`src/rtl/mem_pkg.sv`:
```
// Shared definitions for the data-memory access controller: funct3 encodings,
// FSM state type and the legality check for load/store size and alignment.
package mem_pkg;

    localparam logic [2:0] F_B  = 3'b000;
    localparam logic [2:0] F_H  = 3'b001;
    localparam logic [2:0] F_W  = 3'b010;
    localparam logic [2:0] F_BU = 3'b100;
    localparam logic [2:0] F_HU = 3'b101;

    typedef enum logic [1:0] {
        StIdle,
        StBus,
        StDone,
        StFault
    } state_t;

    // Stores reuse the load encodings; only the size bits matter for them.
    function automatic logic is_illegal(input logic [2:0] func, input logic [1:0] off);
        logic ill;
        case (func)
            F_B, F_BU: ill = 1'b0;
            F_H, F_HU: ill = off[0];
            F_W:       ill = (off != 2'b00);
            default:   ill = 1'b1;
        endcase
        return ill;
    endfunction

endpackage

```
`src/rtl/mem_load_align.sv`:
```
// Selects the addressed byte/half lane of a bus read word and sign- or
// zero-extends it to 32 bits according to funct3.
module mem_load_align
    import mem_pkg::*;
(
    input  logic [31:0] rdata,
    input  logic [2:0]  func,
    input  logic [1:0]  offset,
    output logic [31:0] data
);

    logic [7:0]  byte_sel;
    logic [15:0] half_sel;

    always_comb begin
        byte_sel = 8'h00;
        unique case (offset)
            2'd0: byte_sel = rdata[7:0];
            2'd1: byte_sel = rdata[15:8];
            2'd2: byte_sel = rdata[23:16];
            2'd3: byte_sel = rdata[31:24];
            default: byte_sel = 8'h00;
        endcase
        half_sel = offset[1] ? rdata[31:16] : rdata[15:0];
    end

    always_comb begin
        data = rdata;
        case (func)
            F_B:     data = {{24{byte_sel[7]}}, byte_sel};
            F_BU:    data = {24'h000000, byte_sel};
            F_H:     data = {{16{half_sel[15]}}, half_sel};
            F_HU:    data = {16'h0000, half_sel};
            default: data = rdata;
        endcase
    end

endmodule

```
`src/rtl/mem_access_ctrl.sv`:
```
// Sequences the EX/MEM load/store over a req/ack data bus, stalling the pipeline
// while the access is in flight and reporting misalignment, bus errors and timeouts.
module mem_access_ctrl
    import mem_pkg::*;
#(
    parameter int unsigned TIMEOUT   = 16,
    parameter int unsigned TIMEOUT_W = $clog2(TIMEOUT) + 1
) (
    input  logic        Clock,
    input  logic        nReset,
    input  logic [31:0] addr,
    input  logic [31:0] wdata,
    input  logic        Wmem,
    input  logic        Rmem,
    input  logic [2:0]  func,
    output logic        stall,
    output logic [31:0] load_data,
    output logic        load_valid,
    output logic        misalign,
    output logic        access_fault,
    output logic        bus_req,
    output logic        bus_we,
    output logic [31:0] bus_addr,
    output logic [3:0]  bus_be,
    output logic [31:0] bus_wdata,
    input  logic        bus_ack,
    input  logic [31:0] bus_rdata,
    input  logic        bus_err
);

    state_t               state_q, state_d;
    logic                 we_q, we_d;
    logic [31:0]          addr_q, addr_d;
    logic [3:0]           be_q, be_d;
    logic [31:0]          wdata_q, wdata_d;
    logic [2:0]           func_q, func_d;
    logic [1:0]           off_q, off_d;
    logic [TIMEOUT_W-1:0] cnt_q, cnt_d;
    logic [31:0]          ld_q, ld_d;

    logic        acc;
    logic        illegal;
    logic [3:0]  be_new;
    logic [31:0] wdata_new;
    logic [31:0] aligned;

    // Gating with reset keeps stall low while reset is held even if the
    // pipeline still presents the abandoned request.
    assign acc     = (Wmem | Rmem) & nReset;
    assign illegal = is_illegal(func, addr[1:0]);

    always_comb begin
        be_new    = 4'b1111;
        wdata_new = wdata;
        case (func[1:0])
            2'b00: begin
                be_new    = 4'b0001 << addr[1:0];
                wdata_new = {4{wdata[7:0]}};
            end
            2'b01: begin
                be_new    = addr[1] ? 4'b1100 : 4'b0011;
                wdata_new = {2{wdata[15:0]}};
            end
            default: begin
                be_new    = 4'b1111;
                wdata_new = wdata;
            end
        endcase
    end

    mem_load_align u_align (
        .rdata  (bus_rdata),
        .func   (func_q),
        .offset (off_q),
        .data   (aligned)
    );

    always_comb begin
        state_d      = state_q;
        we_d         = we_q;
        addr_d       = addr_q;
        be_d         = be_q;
        wdata_d      = wdata_q;
        func_d       = func_q;
        off_d        = off_q;
        cnt_d        = cnt_q;
        ld_d         = ld_q;
        stall        = 1'b0;
        misalign     = 1'b0;
        load_valid   = 1'b0;
        access_fault = 1'b0;

        unique case (state_q)
            StIdle: begin
                if (acc) begin
                    if (illegal) begin
                        misalign = 1'b1;
                    end else begin
                        stall   = 1'b1;
                        we_d    = Wmem;
                        addr_d  = {addr[31:2], 2'b00};
                        be_d    = be_new;
                        wdata_d = wdata_new;
                        func_d  = func;
                        off_d   = addr[1:0];
                        cnt_d   = '0;
                        state_d = StBus;
                    end
                end
            end
            StBus: begin
                stall = 1'b1;
                cnt_d = cnt_q + TIMEOUT_W'(1);
                if (bus_err) begin
                    state_d = StFault;
                end else if (bus_ack) begin
                    if (!we_q) ld_d = aligned;
                    state_d = StDone;
                end else if (cnt_q == TIMEOUT_W'(TIMEOUT - 1)) begin
                    state_d = StFault;
                end
            end
            StDone: begin
                load_valid = ~we_q;
                state_d    = StIdle;
            end
            StFault: begin
                access_fault = 1'b1;
                state_d      = StIdle;
            end
            default: state_d = StIdle;
        endcase
    end

    always_ff @(posedge Clock or negedge nReset) begin
        if (!nReset) begin
            state_q <= StIdle;
            we_q    <= 1'b0;
            addr_q  <= '0;
            be_q    <= '0;
            wdata_q <= '0;
            func_q  <= '0;
            off_q   <= '0;
            cnt_q   <= '0;
            ld_q    <= '0;
        end else begin
            state_q <= state_d;
            we_q    <= we_d;
            addr_q  <= addr_d;
            be_q    <= be_d;
            wdata_q <= wdata_d;
            func_q  <= func_d;
            off_q   <= off_d;
            cnt_q   <= cnt_d;
            ld_q    <= ld_d;
        end
    end

    assign bus_req   = (state_q == StBus);
    assign bus_we    = we_q;
    assign bus_addr  = addr_q;
    assign bus_be    = be_q;
    assign bus_wdata = wdata_q;
    assign load_data = ld_q;

endmodule

```
`config.mk`:
```
export PLATFORM = sky130hd
export DESIGN_NAME = mem_access_ctrl
export DESIGN_NICKNAME = d
export VERILOG_FILES = /design/src/rtl/mem_pkg.sv /design/src/rtl/mem_load_align.sv /design/src/rtl/mem_access_ctrl.sv
export SDC_FILE = /design/constraint.sdc
export NUM_CORES = 1
export LEC_CHECK = 0
export BUFFER_PORTS_ARGS = -buffer_cell sky130_fd_sc_hd__buf_4
export CORE_MARGIN = 1.5
export CORE_UTILIZATION = 30
export CTS_CLUSTER_SIZE = 16
export DETAILED_ROUTE_END_ITERATION = 8
export PLACE_DENSITY = 0.63
export SLEW_MARGIN = 20
export SYNTH_ARGS = -nofsm -noshare
export SYNTH_HDL_FRONTEND = slang
export SYNTH_SLANG_ARGS = --single-unit
```
`constraint.sdc`:
```
create_clock -name Clock -period 2.42 [get_ports Clock]
set_input_delay 0.121 -clock Clock [delete_from_list [all_inputs] [get_ports Clock]]
set_output_delay 0.121 -clock Clock [all_outputs]
set_load 0.005 [all_outputs]
```
==> summary.md, run 1 <==
| Metric | Value |
|---|---|
| Skew-Pair Late Insertion Delay | between 300 and 400 ps |
| Routed len/inst | 15.5 um |
| Number of antenna violations at the first check in global routing | 0 |
| Ys flop type | dfrtp_1 |
| Share of layout cells above drive strength 1 | 0.314 |
| CP max stage delay | 550 ps |
| Synth area leaders | dfrtp_1 (54%), nand2_1 (13%), mux2i_1 (5.6%), a21oi_1 (3.4%), o21ai_0 (3.3%) |
| Met2 Usage GRT | 0.289 |
| Floorplan Core Area | 16,700 um2 |
| Critical Path RT | 2300 ps |
| # setup viols final | 0 |
| Utilization after layout | 0.461 |
| Fraction of registers with async set/reset | 1.00 |
| Area leader, netlist | dfrtp_1 |
| Nets | 914 |
| All-Layer GR Usage | 0.180 |
| Pwr dens | 1100 nW/um2 |
| RSZ-0062 raised after global routing | false |
| TritonCTS clock tree | built |
| Yosys reg bits | 111 |
| Synth top area share | 0.536 |
| CTS Buffer Depth | 2 |
| Layout overhead on the synthesized area | 48.6% |
| Max IR drop VDD | 0.437 mV |
| Routed vias | 4,763 |
| First-pass DRT Iterations | 6 |
| Worst setup EP type | output pin |
| Critical path data arrival time | 2060 ps |
| Htree depth | 3 |
| Max stage delay cell, worst path | dlygate4sd3_1 |
| Proportion of synthesized chip area in sequential cells | 0.536 |
| Clock sink total | 111 |
| Std cell rows | 47 |
| GR Util met3 | 0.0525 |
| Drt drc | 0 |
| Max Clock Skew | approximately 7.3 ps |
| Routability cong. | 0.773 |
| Die Width | 134 um |
| WS Path Type | input port to output pin |
| Die height | 134 um |
| Most frequent cell on the critical path | buf_4 |
| Buffers and inverters on the worst path | 4 |
| Setup TNS | 0 ps |
| Yosys warning count | 0 |
| Crit-path cells | dlygate4sd3_1 -> buf_4 -> or4_4 -> and2_1 -> o31a_1 -> inv_1 -> buf_4 |
| Root buf cell | clkbuf_16 |
| Vias per cell | ~4.6 |
| Period minus WS final | 2180 ps |
| HPWL after DPL | 11,600 um |
| Cell Area, Synth | ~5200 um2 |
| Total Wirelength | about 16,000 um |
| Starting DRT DRC Count | around 190 |
| Max Slew Vio Count | 0 |
| I/O pins | 211 |
| Total CTS buffers | 9 |
| N_diodes | 0 |
| Static Leakage | 0.00391 uW |
| Clock transition at the registers of the reported paths | 70 ps |
| Antenna-violating nets left | 0 |
| Period utilisation layout | 0.903 |
| Largest net degree at the start of global routing | 64 |
| Worst slew margin | 0.464 |
| Status | finished, final reports clean |
| Final hold vios | 0 |
| Initial Util | 0.310 |
| Post-synth EDFFs | 0 |
| CP delay by family, top | buffers and inverters |
| Avg Synthesized Cell Area | 9.15 um2 |
| Grt ovf | 0 |
| Post-synth cell types | 45 |
| Worst setup SP type | input port |
| Mapped Cells | 566 |
| Worst slew pin tran | 804 ps |
| I/O Buffers | ~210 |
| Busiest grt layer | met2 |
| Global-route wire length before repair | 25,400 um |
| Peak Freq | 0.458 GHz |
| Vias in the first global route | roughly 4,700 |
| Met1 usage | 0.233 |
| Max-Cap Viols | 0 |
| CP max FO | 4 |
| Min-delay worst type | input port to flip-flop |
| Total Die Area | around 18,000 um2 |
[worst reg2reg max path, stage by stage, from the launching register on]
cell      delay [ps]
dfrtp_1          410
nand2b_1         250
a2111o_2         660
buf_4            280
o21ai_0          230
[sequential cells by signal, summed over array words and instances (netlist names)]
register and cells:
state_q 2, bus_we 1, bus_addr 30, func_q 3, bus_wdata 32, bus_be 4
load_data 32, cnt_q 5, off_q 2
[layer usage]
layer  vias up  wire [um]  part of all wire
met5         -          0                 0
met4         0        254             0.016
met3        15       1340             0.084
met2       176       7380              0.46
met1      2210       6980              0.44
li1       2362          -                 -
[final timing paths]
| check | start | endpoint | slack, ps | cells past startpoint |
|---|---|---|---|---|
| setup / recovery | func[2] | stall | 240 | 7 |
| hold / removal | wdata[0] | bus_wdata[0]$_DFFE_PN0P_ | 10 | 3 |
| setup reg to reg | state_q[1]$_DFFE_PN0P_ | bus_wdata[23]$_DFFE_PN0P_ | 510 | 4 |
| hold reg to reg | bus_addr[13]$_DFFE_PN0P_ | bus_addr[13]$_DFFE_PN0P_ | 480 | 2 |
| max in group asynchronous | nReset | bus_addr[6]$_DFFE_PN0P_ | 670 | 4 |
| min in group asynchronous | nReset | bus_addr[14]$_DFFE_PN0P_ | 500 | 3 |
[repair_timing]
item                                   CTS  global route
hold buffers                            37             0
buffers inserted                         0             0
gates resized for setup                  0             0
endpoints found under the hold margin   84             0
[cell usage in the layout, fill, tap and decap left out, types with 3 or more instances in the layout]
| cell type | n |
|---|---|
| buf_4 | 226 |
| inv_1 | 8 |
| a21oi_1 | 35 |
| nor2_1 | 39 |
| nor2b_1 | 9 |
| a22o_1 | 4 |
| a211o_1 | 3 |
| o21ai_0 | 34 |
| dfrtp_1 | 111 |
| nand3b_1 | 3 |
| a221oi_1 | 4 |
| nand2_1 | 182 |
| nand2b_1 | 10 |
| dlygate4sd3_1 | 37 |
| a22oi_1 | 5 |
| mux2i_1 | 29 |
| o21a_1 | 3 |
| o21ai_1 | 4 |
| mux2_2 | 6 |
| a21o_1 | 7 |
| clkbuf_16 | 9 |
| a31oi_1 | 5 |
[power by group]
part | switching, uW | total (uW) | leakage, uW | internal [uW]
Sequential | 637 | 3400 | 0.00136 | 2770
Combinational | 1570 | 3510 | 0.00240 | 1940
Clock | 678 | 1590 | 0.000150 | 911
Total | 2880 | 8500 | 0.00391 | 5610
[cell usage after synthesis, types with 6 or more instances]
library cell	n
nor2b_1	9
a21o_1	7
a21oi_1	35
mux2i_1	29
nand2_1	182
nor2_1	39
clkbuf_1	20
o21ai_0	34
inv_1	8
nand2b_1	10
buf_2	8
dfrtp_1	111
mux2_2	6
[cells by family after synthesis]
group,synth area share
xor gates and xnor gates,0.00169
adders and majority gates,0.00483
buffers and inverters,0.0425
muxes,0.0691
other,0.000724
and+or+nand+nor,0.205
AOI/OAI and AO/OA,0.139
DFF,0.536
[layout make-up]
cell class / count / area (um2)
fill: 1636 / 9010
timing repair buffer: 265 / 2110
clock inverter: 5 / 81.3
sequential: 111 / 2780
multi-input combinational: 412 / 2190
tap: 220 / 275
clock buffer: 11 / 233
inverter: 8 / 30.0
[per-stage QoR]
step / power, uW / hold slack (ps) / std cells / cell area (um2) / setup slack, ps
after global routing: 9170 / 20.1 / 1032 / 7690 / 198
after floorplan: 4860 / -175 / 567 / 5180 / 672
after global placement: 6850 / 311 / 979 / 7010 / 423
after CTS: 8600 / 0.174 / 1032 / 7690 / 244
final: 8500 / 14.2 / 1032 / 7690 / 236
after detailed placement: 6920 / 313 / 979 / 7010 / 380
Note: power is estimated with default switching activity, not from simulation.
==> run 2: changes to the inputs <==
Settings changed: CELL_PAD_IN_SITES_DETAIL_PLACEMENT from default to 1, CELL_PAD_IN_SITES_GLOBAL_PLACEMENT from default to 1, PLACE_DENSITY 0.63 to 0.79, TNS_END_PERCENT from default to 1.
==> run 2 against run 1 <==
Net effect: the run now ends with negative hold slack left; critical path type unchanged; fmax decreased by 0.14%; clock skew increased by 2.6 ps; combinational power about the same; largest power group unchanged.
==> summary.md, run 2 (synthesis results as in run 1) <==
| Metric | Value |
|---|---|
| I/O Buffers | 208 (unchanged) |
| Nets | 908 (-0.66%) |
| Dpl ws | 397 ps (+17.3 ps) |
| Final hold vios | 42 (+42) |
| Std cell rows | 47 (unchanged) |
| Setup TNS | 0 ps (unchanged) |
| Pwr Total | 8610 uW (+1.3%) |
| Worst slew margin | 0.499 (+0.0352) |
| Global-route wire length before repair | 27,500 um (+8.6%) |
| Share of layout cells above drive strength 1 | 0.309 (-0.00511) |
| Largest net degree at the start of global routing | 58 (-9.4%) |
| Part of the power in combinational logic | 0.405 (-0.008) |
| Routed len/inst | 17.0 um (+9.9%) |
| Grt ovf | 0 (unchanged) |
| Total Die Area | 18,100 um2 (unchanged) |
| First-pass DRT Iterations | 4 (-2) |
| FF-to-FF setup slack | 460 ps (-50 ps) |
| Switch Pwr | 2980 uW (+3.5%) |
| Max Clock Skew | 9.88 ps (+2.63 ps) |
| Worst setup SP type | input port |
| Skew-Pair Late Insertion Delay | 350 ps (about the same) |
| Worst r2r path cells | 4 (unchanged) |
| Sequential share of power | 0.401 (about the same) |
| Drt drc | 0 (unchanged) |
| Failing checks | negative hold slack |
| Vias in the first global route | 5,104 (+7.5%) |
| TritonCTS clock tree | built |
| Placed Area | 6940 um2 (-0.93%) |
| Number of antenna violations at the first check in global routing | 0 (unchanged) |
| Max IR drop VDD | 0.415 mV (-5.1%) |
| Die Width | 134 um (unchanged) |
| Commonest non-fill, non-tap cell in the layout | buf_4 |
| FF-to-FF End | load_data[7]$_DFFE_PN0P_ |
| Period minus WS final | 2190 ps (+3.12 ps) |
| # setup viols final | 0 (unchanged) |
| Htree depth | 3 (unchanged) |
| HPWL after DPL | 12,200 um (+5.9%) |
| Min-delay worst type | input port to async pin |
| Pwr dens | 1120 nW/um2 (+1.8%) |
| Worst setup EP type | output pin |
| Clock transition at the registers of the reported paths | 80 ps (about the same) |
| Clock Power Share | 0.193 (+0.006) |
| Total Wirelength | 17,400 um (+9.3%) |
| Max Slew Vio Count | 0 (unchanged) |
| Layout overhead on the synthesized area | 47.9% |
| Pint | 5630 uW (+0.23%) |
| Initial Util | 0.310 (unchanged) |
| Peak Freq | 0.457 GHz (-0.14%) |
| Critical Path RT | 2300 ps (about the same) |
| Antenna-violating nets left | 0 (unchanged) |
| WS Path Type | input port to output pin |
| Clock sink total | 111 (unchanged) |
| Static Leakage | 0.00389 uW (-0.61%) |
| CTS Buffer Depth | 2 (unchanged) |
| Period utilisation layout | 0.904 (+0.00129) |
| Status | complete, but fails checks |
| Starting DRT DRC Count | 205 (+8.5%) |
| Routability cong. | 0.767 (-0.67%) |
| Total CTS buffers | 9 (unchanged) |
| Floorplan Core Area | 16,700 um2 (unchanged) |
| Critical path data arrival time | 2070 ps (about the same) |
| I/O pins | 211 (unchanged) |
| RSZ-0062 raised after global routing | false |
| Root buf cell | clkbuf_16 |
| All-Layer GR Usage | 0.195 (+0.0154) |
| Switch share | 0.347 (+0.00722) |
| Hold WS | -24.6 ps (-38.8 ps) |
| Finished Cell Area | 7660 um2 (-0.46%) |
| N_diodes | 0 (unchanged) |
| Max-Cap Viols | 0 (unchanged) |
| Final worst setup slack | 233 ps (-3.12 ps) |
| Die height | 134 um (unchanged) |
| Routed vias | 4,862 (+2.1%) |
| R2r startpoint | state_q[0]$_DFFE_PN0P_ |
| Worst slew pin tran | 751 ps (-52.8 ps) |
| CP max FO | 4 (unchanged) |
| Vias per cell | 4.74 (+2.7%) |
| Commonest non-fill, non-tap cells in the layout | buf_4 (220), nand2_1 (182), dfrtp_1 (111) |
-- run 2: changes by cell type in the layout (fill, tap and decap cells not counted), sizes merged --
cell and change:
clkbuf +1, buf -7, clkinv +1, clkinvlp -1
inv -1, dlygate4sd3 +1
-- run 2: cell type report --
| type | count | area (um2) |
|---|---|---|
| inverters | 8 | 30.0 |
| multi-input cells | 412 | 2190 |
| fillers | 1980 | 9040 |
| clock buffers | 12 | 256 |
| flip-flops and latches | 111 | 2780 |
| clock inverters | 4 | 77.6 |
| repair buffers | 259 | 2050 |
| well taps | 220 | 275 |
-- run 2: timing repair --
action / CTS / global route
buffers inserted: 0 / 0
hold buffers: 38 / 0
hold endpoints to repair: 38 / 0
gates resized for setup: 0 / 0
-- run 2: worst max path at each step --
stage                            from                   endpoint  slack (ps)  cells past startpoint
2_1_floorplan                 func[0]  bus_wdata[29]$_DFFE_PN0P_         670                      7
3_3_place_gp   state_q[0]$_DFFE_PN0P_   load_data[7]$_DFFE_PN0P_         460                      4
3_5_place_dp                  func[0]  bus_wdata[10]$_DFFE_PN0P_         400                      6
4_1_cts                       func[2]                      stall         220                      7
5_1_grt                       func[2]                      stall         130                      7
6_report                      func[2]                      stall         230                      7
-- run 2: stage by stage --
step	util	cells
5_1_grt	0.459	1026
6_report	0.459	1026
4_1_cts	0.459	1026
2_1_floorplan	-	567
3_3_place_gp	0.416	972
3_5_place_dp	0.416	972
-- run 2: power groups by stage --
stage               logic, uW  registers, uW  clock network, uW
CTS                      3530           3450               1720
global route             3910           3580               1780
finish                   3490           3460               1670
global placement         3370           3440                  0
floorplan                1500           3360                  0
detailed placement       3480           3470                  0
-- run 2: critical path: stages --
cell and delay [ps]:
dlygate4sd3_1 550, buf_4 140, or4_4 440, and2_1 180, o31a_1 350, inv_1 150, buf_4 140
-- run 2: layer usage --
metal | vias to the layer above | global-route usage | routed length (um)
li1 | 2342 | - | -
met1 | 2348 | 0.244 | 7490
met2 | 155 | 0.337 | 8600
met3 | 17 | 0.0454 | 1110
met4 | 0 | 0.0562 | 215
met5 | - | 0 | 0
